## src/rtl/ula_timing_pkg.sv

```systemverilog
// Shared types and per-machine raster constants for the ULA timing generator.
// All raster positions are 9-bit values.
package ula_timing_pkg;

  localparam int PROF_W = 9;

  typedef enum logic [1:0] {
    PROF_PENTAGON = 2'd0,
    PROF_48K      = 2'd1,
    PROF_128K     = 2'd2,
    PROF_RSVD     = 2'd3
  } profile_t;

  // The *_off fields are the first position where the signal is low again.
  typedef struct packed {
    logic [PROF_W-1:0] h_last;
    logic [PROF_W-1:0] v_last;
    logic [PROF_W-1:0] hb_on;
    logic [PROF_W-1:0] hs_on;
    logic [PROF_W-1:0] hs_off;
    logic [PROF_W-1:0] hb_off;
    logic [PROF_W-1:0] vb_on;
    logic [PROF_W-1:0] vs_on;
    logic [PROF_W-1:0] vs_off;
    logic [PROF_W-1:0] vb_off;
    logic [PROF_W-1:0] int_v;
    logic [PROF_W-1:0] int_h;
  } ula_prof_t;

  localparam logic [PROF_W-1:0] WIDE_HB_ON     = 9'd312;
  localparam logic [PROF_W-1:0] WIDE_H_MARGIN  = 9'd32;
  localparam logic [PROF_W-1:0] WIDE_VB_ON     = 9'd193;
  localparam logic [PROF_W-1:0] WIDE_V_MARGIN  = 9'd3;

  // The reserved encoding behaves exactly like the 48K machine.
  function automatic ula_prof_t prof_lookup(input profile_t p);
    ula_prof_t r;
    case (p)
      PROF_PENTAGON: r = '{h_last: 9'd447, v_last: 9'd319,
                           hb_on: 9'd312, hs_on: 9'd338, hs_off: 9'd370, hb_off: 9'd420,
                           vb_on: 9'd236, vs_on: 9'd248, vs_off: 9'd256, vb_off: 9'd272,
                           int_v: 9'd239, int_h: 9'd326};
      PROF_128K:     r = '{h_last: 9'd455, v_last: 9'd310,
                           hb_on: 9'd312, hs_on: 9'd340, hs_off: 9'd372, hb_off: 9'd424,
                           vb_on: 9'd236, vs_on: 9'd240, vs_off: 9'd244, vb_off: 9'd264,
                           int_v: 9'd248, int_h: 9'd8};
      default:       r = '{h_last: 9'd447, v_last: 9'd311,
                           hb_on: 9'd300, hs_on: 9'd336, hs_off: 9'd368, hb_off: 9'd428,
                           vb_on: 9'd236, vs_on: 9'd240, vs_off: 9'd244, vb_off: 9'd264,
                           int_v: 9'd248, int_h: 9'd4};
    endcase
    return r;
  endfunction

endpackage

```

## src/rtl/ula_timing_irq.sv

```systemverilog
// Frame INT pulse stretcher and sticky line-interrupt flag.
// Both advance on the same pixel enable as the raster counters.
module ula_timing_irq #(
  parameter int INT_LEN = 64
) (
  input  logic clk_sys,
  input  logic reset,
  input  logic ce_pix,
  input  logic int_hit,
  input  logic line_hit,
  input  logic line_irq_ack,
  output logic int_n,
  output logic line_irq
);
  import ula_timing_pkg::*;

  localparam int CNT_W = $clog2(INT_LEN + 1);

  logic [CNT_W-1:0] int_cnt;

  // int_cnt holds the remaining low enables after the current one; a match
  // while already low is ignored so the pulse is never stretched.
  always_ff @(posedge clk_sys) begin
    if (reset) begin
      int_n    <= 1'b1;
      int_cnt  <= '0;
      line_irq <= 1'b0;
    end else begin
      if (ce_pix) begin
        if (!int_n) begin
          if (int_cnt == '0) int_n <= 1'b1;
          else               int_cnt <= int_cnt - CNT_W'(1);
        end else if (int_hit) begin
          int_n   <= 1'b0;
          int_cnt <= CNT_W'(INT_LEN - 1);
        end
      end
      if (ce_pix && line_hit) line_irq <= 1'b1;
      else if (line_irq_ack)  line_irq <= 1'b0;
    end
  end

endmodule

```

## src/rtl/ula_timing.sv

```systemverilog
// Raster timing generator: counters, profile latch, blank/sync/border registers.
// Event outputs are computed from the next counter values so they line up with hc/vc.
module ula_timing #(
  parameter int HC_W    = 9,
  parameter int VC_W    = 9,
  parameter int INT_LEN = 64,
  parameter int FLASH_W = 5
) (
  input  logic            clk_sys,
  input  logic            reset,
  input  logic            ce_pix,
  input  logic [1:0]      profile,
  input  logic            wide,
  input  logic            line_irq_ena,
  input  logic [VC_W-1:0] line_irq_line,
  input  logic            line_irq_ack,
  output logic [HC_W-1:0] hc,
  output logic [VC_W-1:0] vc,
  output logic            hblank,
  output logic            vblank,
  output logic            hsync,
  output logic            vsync,
  output logic            border,
  output logic            int_n,
  output logic            line_irq,
  output logic            flash,
  output logic            frame_start
);
  import ula_timing_pkg::*;

  profile_t           prof_sel;
  ula_prof_t          prof;
  logic [FLASH_W-1:0] frame_cnt;
  logic [HC_W-1:0]    hc_nx;
  logic [VC_W-1:0]    vc_nx;
  logic               h_wrap;
  logic               v_wrap;
  logic               frame_wrap;
  logic               hs_rise;
  logic               int_hit;
  logic               line_hit;
  logic               border_nx;
  logic               wide_hb;
  logic               wide_vb;
  logic               std_vb;
  logic               std_vs;

  always_comb prof = prof_lookup(prof_sel);

  always_comb begin
    h_wrap     = (hc == HC_W'(prof.h_last));
    v_wrap     = (vc == VC_W'(prof.v_last));
    hc_nx      = h_wrap ? '0 : hc + HC_W'(1);
    vc_nx      = vc;
    if (h_wrap) vc_nx = v_wrap ? '0 : vc + VC_W'(1);
    frame_wrap = h_wrap && v_wrap;
    hs_rise    = (hc_nx == HC_W'(prof.hs_on));
    int_hit    = (vc_nx == VC_W'(prof.int_v)) && (hc_nx == HC_W'(prof.int_h));
    line_hit   = line_irq_ena && (hc_nx == '0) && (vc_nx == line_irq_line);
    border_nx  = vc_nx[8] | (vc_nx[7] & vc_nx[6]) | hc_nx[8];
    wide_hb    = (hc_nx >= HC_W'(WIDE_HB_ON)) &&
                 (hc_nx <  HC_W'(prof.h_last - WIDE_H_MARGIN));
    wide_vb    = (vc_nx >= VC_W'(WIDE_VB_ON)) &&
                 (vc_nx <  VC_W'(prof.v_last - WIDE_V_MARGIN));
    std_vb     = (vc_nx >= VC_W'(prof.vb_on)) && (vc_nx < VC_W'(prof.vb_off));
    std_vs     = (vc_nx >= VC_W'(prof.vs_on)) && (vc_nx < VC_W'(prof.vs_off));
  end

  // A new profile is only picked up on the wrap to (0,0) so frames never mix timings.
  always_ff @(posedge clk_sys) begin
    if (reset) begin
      hc          <= '0;
      vc          <= '0;
      frame_cnt   <= '0;
      prof_sel    <= profile_t'(profile);
      hblank      <= 1'b1;
      vblank      <= 1'b1;
      hsync       <= 1'b0;
      vsync       <= 1'b0;
      border      <= 1'b0;
      frame_start <= 1'b0;
    end else begin
      frame_start <= 1'b0;
      if (ce_pix) begin
        hc          <= hc_nx;
        vc          <= vc_nx;
        border      <= border_nx;
        frame_start <= frame_wrap;
        if (frame_wrap) begin
          frame_cnt <= frame_cnt + FLASH_W'(1);
          prof_sel  <= profile_t'(profile);
        end
        if (wide)                               hblank <= wide_hb;
        else if (hc_nx == HC_W'(prof.hb_on))    hblank <= 1'b1;
        else if (hc_nx == HC_W'(prof.hb_off))   hblank <= 1'b0;
        if (hc_nx == HC_W'(prof.hs_on))         hsync  <= 1'b1;
        else if (hc_nx == HC_W'(prof.hs_off))   hsync  <= 1'b0;
        if (hs_rise) begin
          vblank <= wide ? wide_vb : std_vb;
          vsync  <= std_vs;
        end
      end
    end
  end

  assign flash = frame_cnt[FLASH_W-1];

  ula_timing_irq #(
    .INT_LEN(INT_LEN)
  ) u_irq (
    .clk_sys     (clk_sys),
    .reset       (reset),
    .ce_pix      (ce_pix),
    .int_hit     (int_hit),
    .line_hit    (line_hit),
    .line_irq_ack(line_irq_ack),
    .int_n       (int_n),
    .line_irq    (line_irq)
  );

endmodule

```

## config.mk

```make
export PLATFORM = sky130hd
export DESIGN_NAME = ula_timing
export DESIGN_NICKNAME = d
export VERILOG_FILES = /design/src/rtl/ula_timing_pkg.sv /design/src/rtl/ula_timing_irq.sv /design/src/rtl/ula_timing.sv
export SDC_FILE = /design/constraint.sdc
export NUM_CORES = 1
export LEC_CHECK = 0
export BUFFER_PORTS_ARGS = -buffer_cell sky130_fd_sc_hd__buf_4
export CAP_MARGIN = 5
export CORE_MARGIN = 2
export CORE_UTILIZATION = 53
export CTS_CLUSTER_SIZE = 10
export DETAILED_ROUTE_END_ITERATION = 10
export PLACE_DENSITY = 0.75
export SYNTH_ARGS = -nofsm -noshare
export SYNTH_HDL_FRONTEND = slang
export SYNTH_SLANG_ARGS = --single-unit
```

## constraint.sdc

```tcl
create_clock -name clk_sys -period 4.2 [get_ports clk_sys]
set_clock_uncertainty 0.2 [all_clocks]
set_input_delay 0.42 -clock clk_sys [delete_from_list [all_inputs] [get_ports clk_sys]]
set_output_delay 0.42 -clock clk_sys [all_outputs]
set_load 0.01 [all_outputs]
```

# ---- Word level (Yosys, flattened, before mapping)
# Cells that the tools add are included.
dict set report op_classes {
  eq_ne 12
  magnitude_cmp 8
  addsub 6
  muxes 21
  n_reduce_logical 24
  n_bitwise 4
}
# cell count
set ops {}
lappend ops {{case mux 106 bit (2 select lines)} 1}
lappend ops {{equality test 9 bit} 9}
lappend ops {{less-than comparator 9 bit} 4}
lappend ops {{two-way mux 9 bit} 3}
lappend ops {{two-way mux 7 bit} 3}
lappend ops {{adder 9 x 1 -> 9 bit, second input constant} 2}
lappend ops {{>= comparator 9 bit} 2}
lappend ops {{two-way mux 1 bit} 11}
lappend ops {{AND reduction 2 bit} 5}
lappend ops {{>= comparator 9 x 8 -> 1 bit, second input constant} 1}
lappend ops {{>= comparator 9 bit, second input constant} 1}
lappend ops {{logical AND 1 bit} 9}
lappend ops {{zero test 9 bit} 1}
lappend ops {{subtractor 9 x 2 -> 9 bit, second input constant} 1}
lappend ops {{subtractor 9 x 6 -> 9 bit, second input constant} 1}
lappend ops {{nonzero test 2 bit} 4}
lappend ops {{zero test 7 bit} 1}
lappend ops {{subtractor 7 x 1 -> 7 bit, second input constant} 1}
lappend ops {{two-way mux 2 bit} 3}
lappend ops {{adder 5 x 1 -> 5 bit, second input constant} 1}
lappend ops {{AND reduction 3 bit} 1}
lappend ops {{nonzero test 3 bit} 1}
lappend ops {{equality test 2 bit, second input constant} 1}
lappend ops {{zero test 2 bit} 1}
lappend ops {{6 further kinds} 7}
dict set report totals {
  input_bits 17
  regBits 40
  wordCells 88
  output_inout_bits 27
}

# ---- Logic depth before layout (Yosys ltp)
dict set report depth {
  ltp_word 9
  ltp_mapped 14
  depth_no_buf 13
}

# ---- Hierarchy
# A second synthesis with hierarchy kept.
dict set report unflattened {
  cells_unflattened 383
  hier_area_um2 3185.6
}
# module cells_each area_per_inst_um2 seq_area_each_um2 instances
set modules_own_cells {}
lappend modules_own_cells {ula_timing 334 2738.9 640.6 1}
lappend modules_own_cells {ula_timing_irq 49 446.7 180.2 1}

# ---- Worst setup path after synthesis
# No wires, ideal clock.
dict set report synth_timing {
  path_type {register to register}
  start {register hc[0]}
  end {register u_irq.int_n}
  path_slack_ns -0.220
  required_time_ns 3.878
  stages_incl_launch_ff 13
  arrival_time_ns 4.098
  setup_ns 0.122
  synth_period_minus_slack_ns 4.420
  path_buffers 0
  path_cell_list {dfxtp_1 > ha_1 > nand3_1 > nor2_2 > nand2_1 > a211oi_1 > inv_1 > ha_1 > or4b_2 > a211oi_1 > nand3_1 > or4_4 > a221o_1}
}
dict set report synth_between {
  elab_chain_cells 6
  elab_cells_between_ends 9
  cone_classes {add/sub (1); eq/ne (3); mux (4); reduce/logical (1)}
}
# element line_no
set synth_rtl {}
lappend synth_rtl {{from (decl)} ula_timing.sv:17} ;# output logic [HC_W-1:0] hc,
lappend synth_rtl {{from (signal assigned)} ula_timing.sv:85} ;# hc <= hc_nx;
lappend synth_rtl {{equality test 9 bit} ula_timing.sv:51} ;# h_wrap = (hc == HC_W'(prof.h_last));
lappend synth_rtl {{two-way mux 9 bit} ula_timing.sv:55} ;# if (h_wrap) vc_nx = v_wrap ? '0 : vc + VC_W'(1);
lappend synth_rtl {{net vc_nx[4]} ula_timing.sv:35} ;# logic [VC_W-1:0] vc_nx;
lappend synth_rtl {{equality test 9 bit} ula_timing.sv:58} ;# int_hit = (vc_nx == VC_W'(prof.int_v)) && (hc_nx == HC_W'(prof.int_h));
lappend synth_rtl {{logical AND 1 bit} ula_timing.sv:58}
lappend synth_rtl {{two-way mux 1 bit} ula_timing_irq.sv:33} ;# end else if (int_hit) begin
lappend synth_rtl {{two-way mux 1 bit} ula_timing_irq.sv:30} ;# if (!int_n) begin
lappend synth_rtl {{to (signal assigned)} ula_timing_irq.sv:25} ;# int_n <= 1'b1;
lappend synth_rtl {{to (signal assigned)} ula_timing_irq.sv:31} ;# if (int_cnt == '0) int_n <= 1'b1;
lappend synth_rtl {{to (signal assigned)} ula_timing_irq.sv:34} ;# int_n <= 1'b0;
lappend synth_rtl {{to (decl)} ula_timing_irq.sv:12} ;# output logic int_n,
# The timed path passes the listed nets, and every way through them passes these cells.
# A chain may end at the register's enable or synchronous reset.

# ---- Worst setup path in the final report
dict set report layout_timing {
  start {register prof_sel[0]}
  end {register u_irq.int_n}
}
dict set report layout_between {
  elab_chain_cells 9
  elab_cells_between_ends 13
  cone_classes {eq/ne (5); mux (6); reduce/logical (2)}
}
# element line_no
set layout_rtl {}
lappend layout_rtl {{from (decl)} ula_timing.sv:31} ;# profile_t prof_sel;
lappend layout_rtl {{from (signal assigned)} ula_timing.sv:75} ;# prof_sel <= profile_t'(profile);
lappend layout_rtl {{from (signal assigned)} ula_timing.sv:91} ;# prof_sel <= profile_t'(profile);
lappend layout_rtl {{equality test 2 bit or zero test 2 bit (tied branches)} ula_timing_pkg.sv:38} ;# case (p)
lappend layout_rtl {{case mux 106 bit (2 select lines) *} ula_timing_pkg.sv:38}
lappend layout_rtl {{equality test 9 bit} ula_timing.sv:52} ;# v_wrap = (vc == VC_W'(prof.v_last));
lappend layout_rtl {{two-way mux 9 bit} ula_timing.sv:55}
lappend layout_rtl {{two-way mux 9 bit *} ula_timing.sv:55}
lappend layout_rtl {{net vc_nx[4]} ula_timing.sv:35}
lappend layout_rtl {{equality test 9 bit *} ula_timing.sv:58}
lappend layout_rtl {{logical AND 1 bit *} ula_timing.sv:58}
lappend layout_rtl {{two-way mux 1 bit *} ula_timing_irq.sv:33}
lappend layout_rtl {{two-way mux 1 bit *} ula_timing_irq.sv:30}
# Mark *: on every way through the listed nets, which the timed path passes. The rest lies on a longest branch.

==> flow_summary.toml <==
[run_status]
result_of_the_run = "finished clean"

[worst_setup_path]
stages_on_worst_setup_path = 11
timing.critical_path.buf_inv = 1
rr_worst_depth = 11
crit_chain = "or3b_1 -> o32ai_4 -> nand2_1 -> a211oi_2 -> inv_1 -> ha_1 -> or4b_2 -> a211oi_2 -> nand3_1 -> or4_4 -> a221o_1"
timing.critical_path.max_delay_family = "simple AND/OR/NAND/NOR gates"
worstPathRequired_ps = 4190
critPathMaxFanout = 6
crit_type = "register to register"
worstSetupStartpoint = "prof_sel[0]"
cp-endpoint = "u_irq.int_n"
crit_arrival_ps = 4020
cp_slowest_stage_delay_ps = 650
worst_setup_path_end_kind = "register"
critical_r2r_capture = "u_irq.int_n"
critPathLaunchType = "register"
path_common_cell = "a211oi_2"
critPathSlowestCell = "or4b_2"
rrSetupSlack_ps = 170
critical_path.reg2reg.startpoint = "prof_sel[0]"

[clocking]
post_cts_clock_slew_at_the_launch_and_capture_registers_of_the_worst_setup_and_hold_paths_ps = 80
tritoncts = "done"
number_of_setup_buffers_added_after_cts = 0
cts_sinks = 40
cts_buffers = 5
worstSkewPairLatency_ps = 300
htreeDepth = 2
cts_root_buf = "clkbuf_8"
max-clock-path-buffers = 2

[yosys]
syn_nets = 458
synth_enable_flop_cells = 2
synth.ff_latch_count = 40
synthesis.area_sq_mm = 0.00326
gate_count_of_the_mapped_netlist = 418
syn_avg_cell_area_sq_um = 7.79
dominantRegCellSynth = "dfxtp_1"
synth-async-reset-ratio = 0
synth.yosys.warnings = 0
yosys.cell_types.count = 70
synth_sequential_area_ratio = 0.252

[placed_design]
hpwlAfterDp_um = 7020
placed_area_sq_mm = 0.00380
routabilityCongestion = 0.955
io_buffer_count = 43

[layout]
antenna_cells_inserted = 0
mostFrequentLayoutCell = "buf_4"
finalInstanceArea_sq_mm = 0.00391
areaGrowthSynthToFinish_pct = 19.9
layout_common_cells = "buf_4, nor2_1, dfxtp_1"
total_nets_final = 515
layout-drive-gt1-share = 0.202

[drt]
route.final.wire_length_um = 9440
viasPerCell = 6.32
wire_per_inst_um = 17.1
dr_total_vias = 3482
drcViolationCount = 0
drt-pass1-iter-count = 5
detailedRoute.firstIterationViolations = 362
ant_nets = 0

[global_routing]
overflow = 0
first_pass_grt_wire_length_um = 14900
antenna_found_initial = 0
groute.usage.overall = 0.289
first_global_vias = 3100
pin_count_of_the_biggest_net_entering_global_routing = 43

[die]
floorplan.initialDensity = 0.550
fp-row-count = 28
core_sq_mm = 0.00592
io-pin-count = 44
die_width_um = 82.4
die_h_um = 82.4
dieArea_sq_mm = 0.00679

[timing]
worst_pin_slew_ps = 751
worst_hold_slack_ps = 108
worst_relative_slew_slack = 0.493
slew_viol_final = 0
min_period_over_period = 0.960
setup_repair_after_global_routing_missed_its_margin = "no"
final-hold-violation-count = 0
setup_total_negative_slack_ps = 0
max_freq_mhz = 248
setup_violations = 0
period_minus_slack_ps = 4030

[power]
power_density_mw_per_mm2 = 213
p_leak_nw = 1.67
irDropWorstVdd_mv = 0.167

[job]
max_cap_violations = 0

[min_path]
min_path_cells = 1
hold_path.class = "primary input to register"
## through the flow
step | instances | worst slack, ps | util | power [mW]
after floorplan | 418 | 22.5 | - | 0.512
after global placement | 543 | 177 | 0.642 | 0.577
after detailed placement | 543 | 81.6 | 0.642 | 0.579
after CTS | 551 | 47.2 | 0.655 | 0.832
after global routing | 551 | 39.8 | 0.660 | 0.864
final | 551 | 169 | 0.660 | 0.832
## Yosys cell counts, types with 3 or more instances
master | count | area share
a211oi_1 | 10 | 0.023
nor3_1 | 14 | 0.022
mux2i_1 | 9 | 0.028
dfxtp_1 | 38 | 0.23
nor2b_1 | 4 | 0.0077
xnor2_1 | 12 | 0.032
buf_2 | 4 | 0.0061
a22oi_1 | 3 | 0.0069
nor4_1 | 3 | 0.0058
nor2_1 | 46 | 0.053
a21o_1 | 5 | 0.012
and3_1 | 3 | 0.0058
nand2_1 | 28 | 0.032
buf_1 | 3 | 0.0035
or3_1 | 8 | 0.015
o21ai_0 | 20 | 0.031
clkbuf_1 | 12 | 0.014
nand4_1 | 14 | 0.027
inv_1 | 23 | 0.027
and4_1 | 3 | 0.0081
ha_1 | 23 | 0.088
nand2b_1 | 6 | 0.012
mux2_2 | 4 | 0.014
a31oi_1 | 4 | 0.0077
xor2_1 | 9 | 0.024
a21oi_1 | 24 | 0.037
o211ai_1 | 8 | 0.018
nand3_1 | 22 | 0.034
## routing by layer
metal  vias up  track usage  part of all wire
met3        18       0.0446             0.064
met4         0        0.113             0.018
li1       1661            -                 -
met1      1643        0.386              0.45
met5         -            0                 0
met2       160        0.464              0.47
## logic make-up (layout without fill, tap and decap cells)
group                    after synthesis  in the layout  share of synthesized area
AO/OA/AOI/OAI                        105            105                      0.227
XOR/XNOR                              21             21                     0.0565
adder cells (fa/ha/maj)               23             23                     0.0884
buffers and inverters                 44            102                     0.0557
flip-flops                            40             40                      0.252
multiplexers                          14             14                     0.0484
other                                  2              2                    0.00231
AND/OR/NAND/NOR                      169            169                      0.270
## worst reg2reg max path, cell delays in order, from the launching register on
cell and delay [ps]:
edfxtp_1 460, or3b_1 440, o32ai_4 210, nand2_1 150, a211oi_2 290, inv_1 120, ha_1 340, or4b_2 650
a211oi_2 210, nand3_1 110, or4_4 450, a221o_1 300
## repair_timing
item	in CTS	in global routing
resized for setup	0	4
endpoints found under the setup margin	0	7
hold endpoints to repair	0	0
hold buffers	0	0
## flip-flops by register name (all words and copies together), names as in the netlist
| register | cells |
|---|---|
| vsync | 1 |
| frame_start | 1 |
| hc | 9 |
| u_irq.int_cnt | 7 |
| prof_sel | 2 |
| vc | 9 |
| hsync | 1 |
| border | 1 |
| u_irq.line_irq | 1 |
| u_irq.int_n | 1 |
| hblank | 1 |
| frame_cnt | 5 |
| vblank | 1 |
## where the power goes
part	internal (mW)	total, mW	switching, mW	leakage [nW]
Clock	0.117	0.257	0.140	0.0422
Sequential	0.391	0.399	0.00769	0.328
Combinational	0.0756	0.177	0.101	1.30
## layout make-up
| cell class | instances | area [sq um] |
|---|---|---|
| clock inverter | 1 | 5.00 |
| tap | 75 | 93.8 |
| sequential | 40 | 821 |
| timing repair buffer | 71 | 537 |
| clock buffer | 7 | 76.3 |
| inverter | 23 | 86.3 |
| multi-input combinational | 334 | 2290 |
| fill | 541 | 2010 |
## how the worst min path moves through the flow
stage / startpoint / endpoint / slack, ps
2_1_floorplan: frame_cnt[1] / frame_cnt[1] / 250
3_3_place_gp: u_irq.line_irq / u_irq.line_irq / 240
3_5_place_dp: u_irq.line_irq / u_irq.line_irq / 250
4_1_cts: profile[0] / prof_sel[0] / 100
5_1_grt: profile[1] / prof_sel[1] / 100
6_report: profile[1] / prof_sel[1] / 110
(Power assumes the default switching activity.)
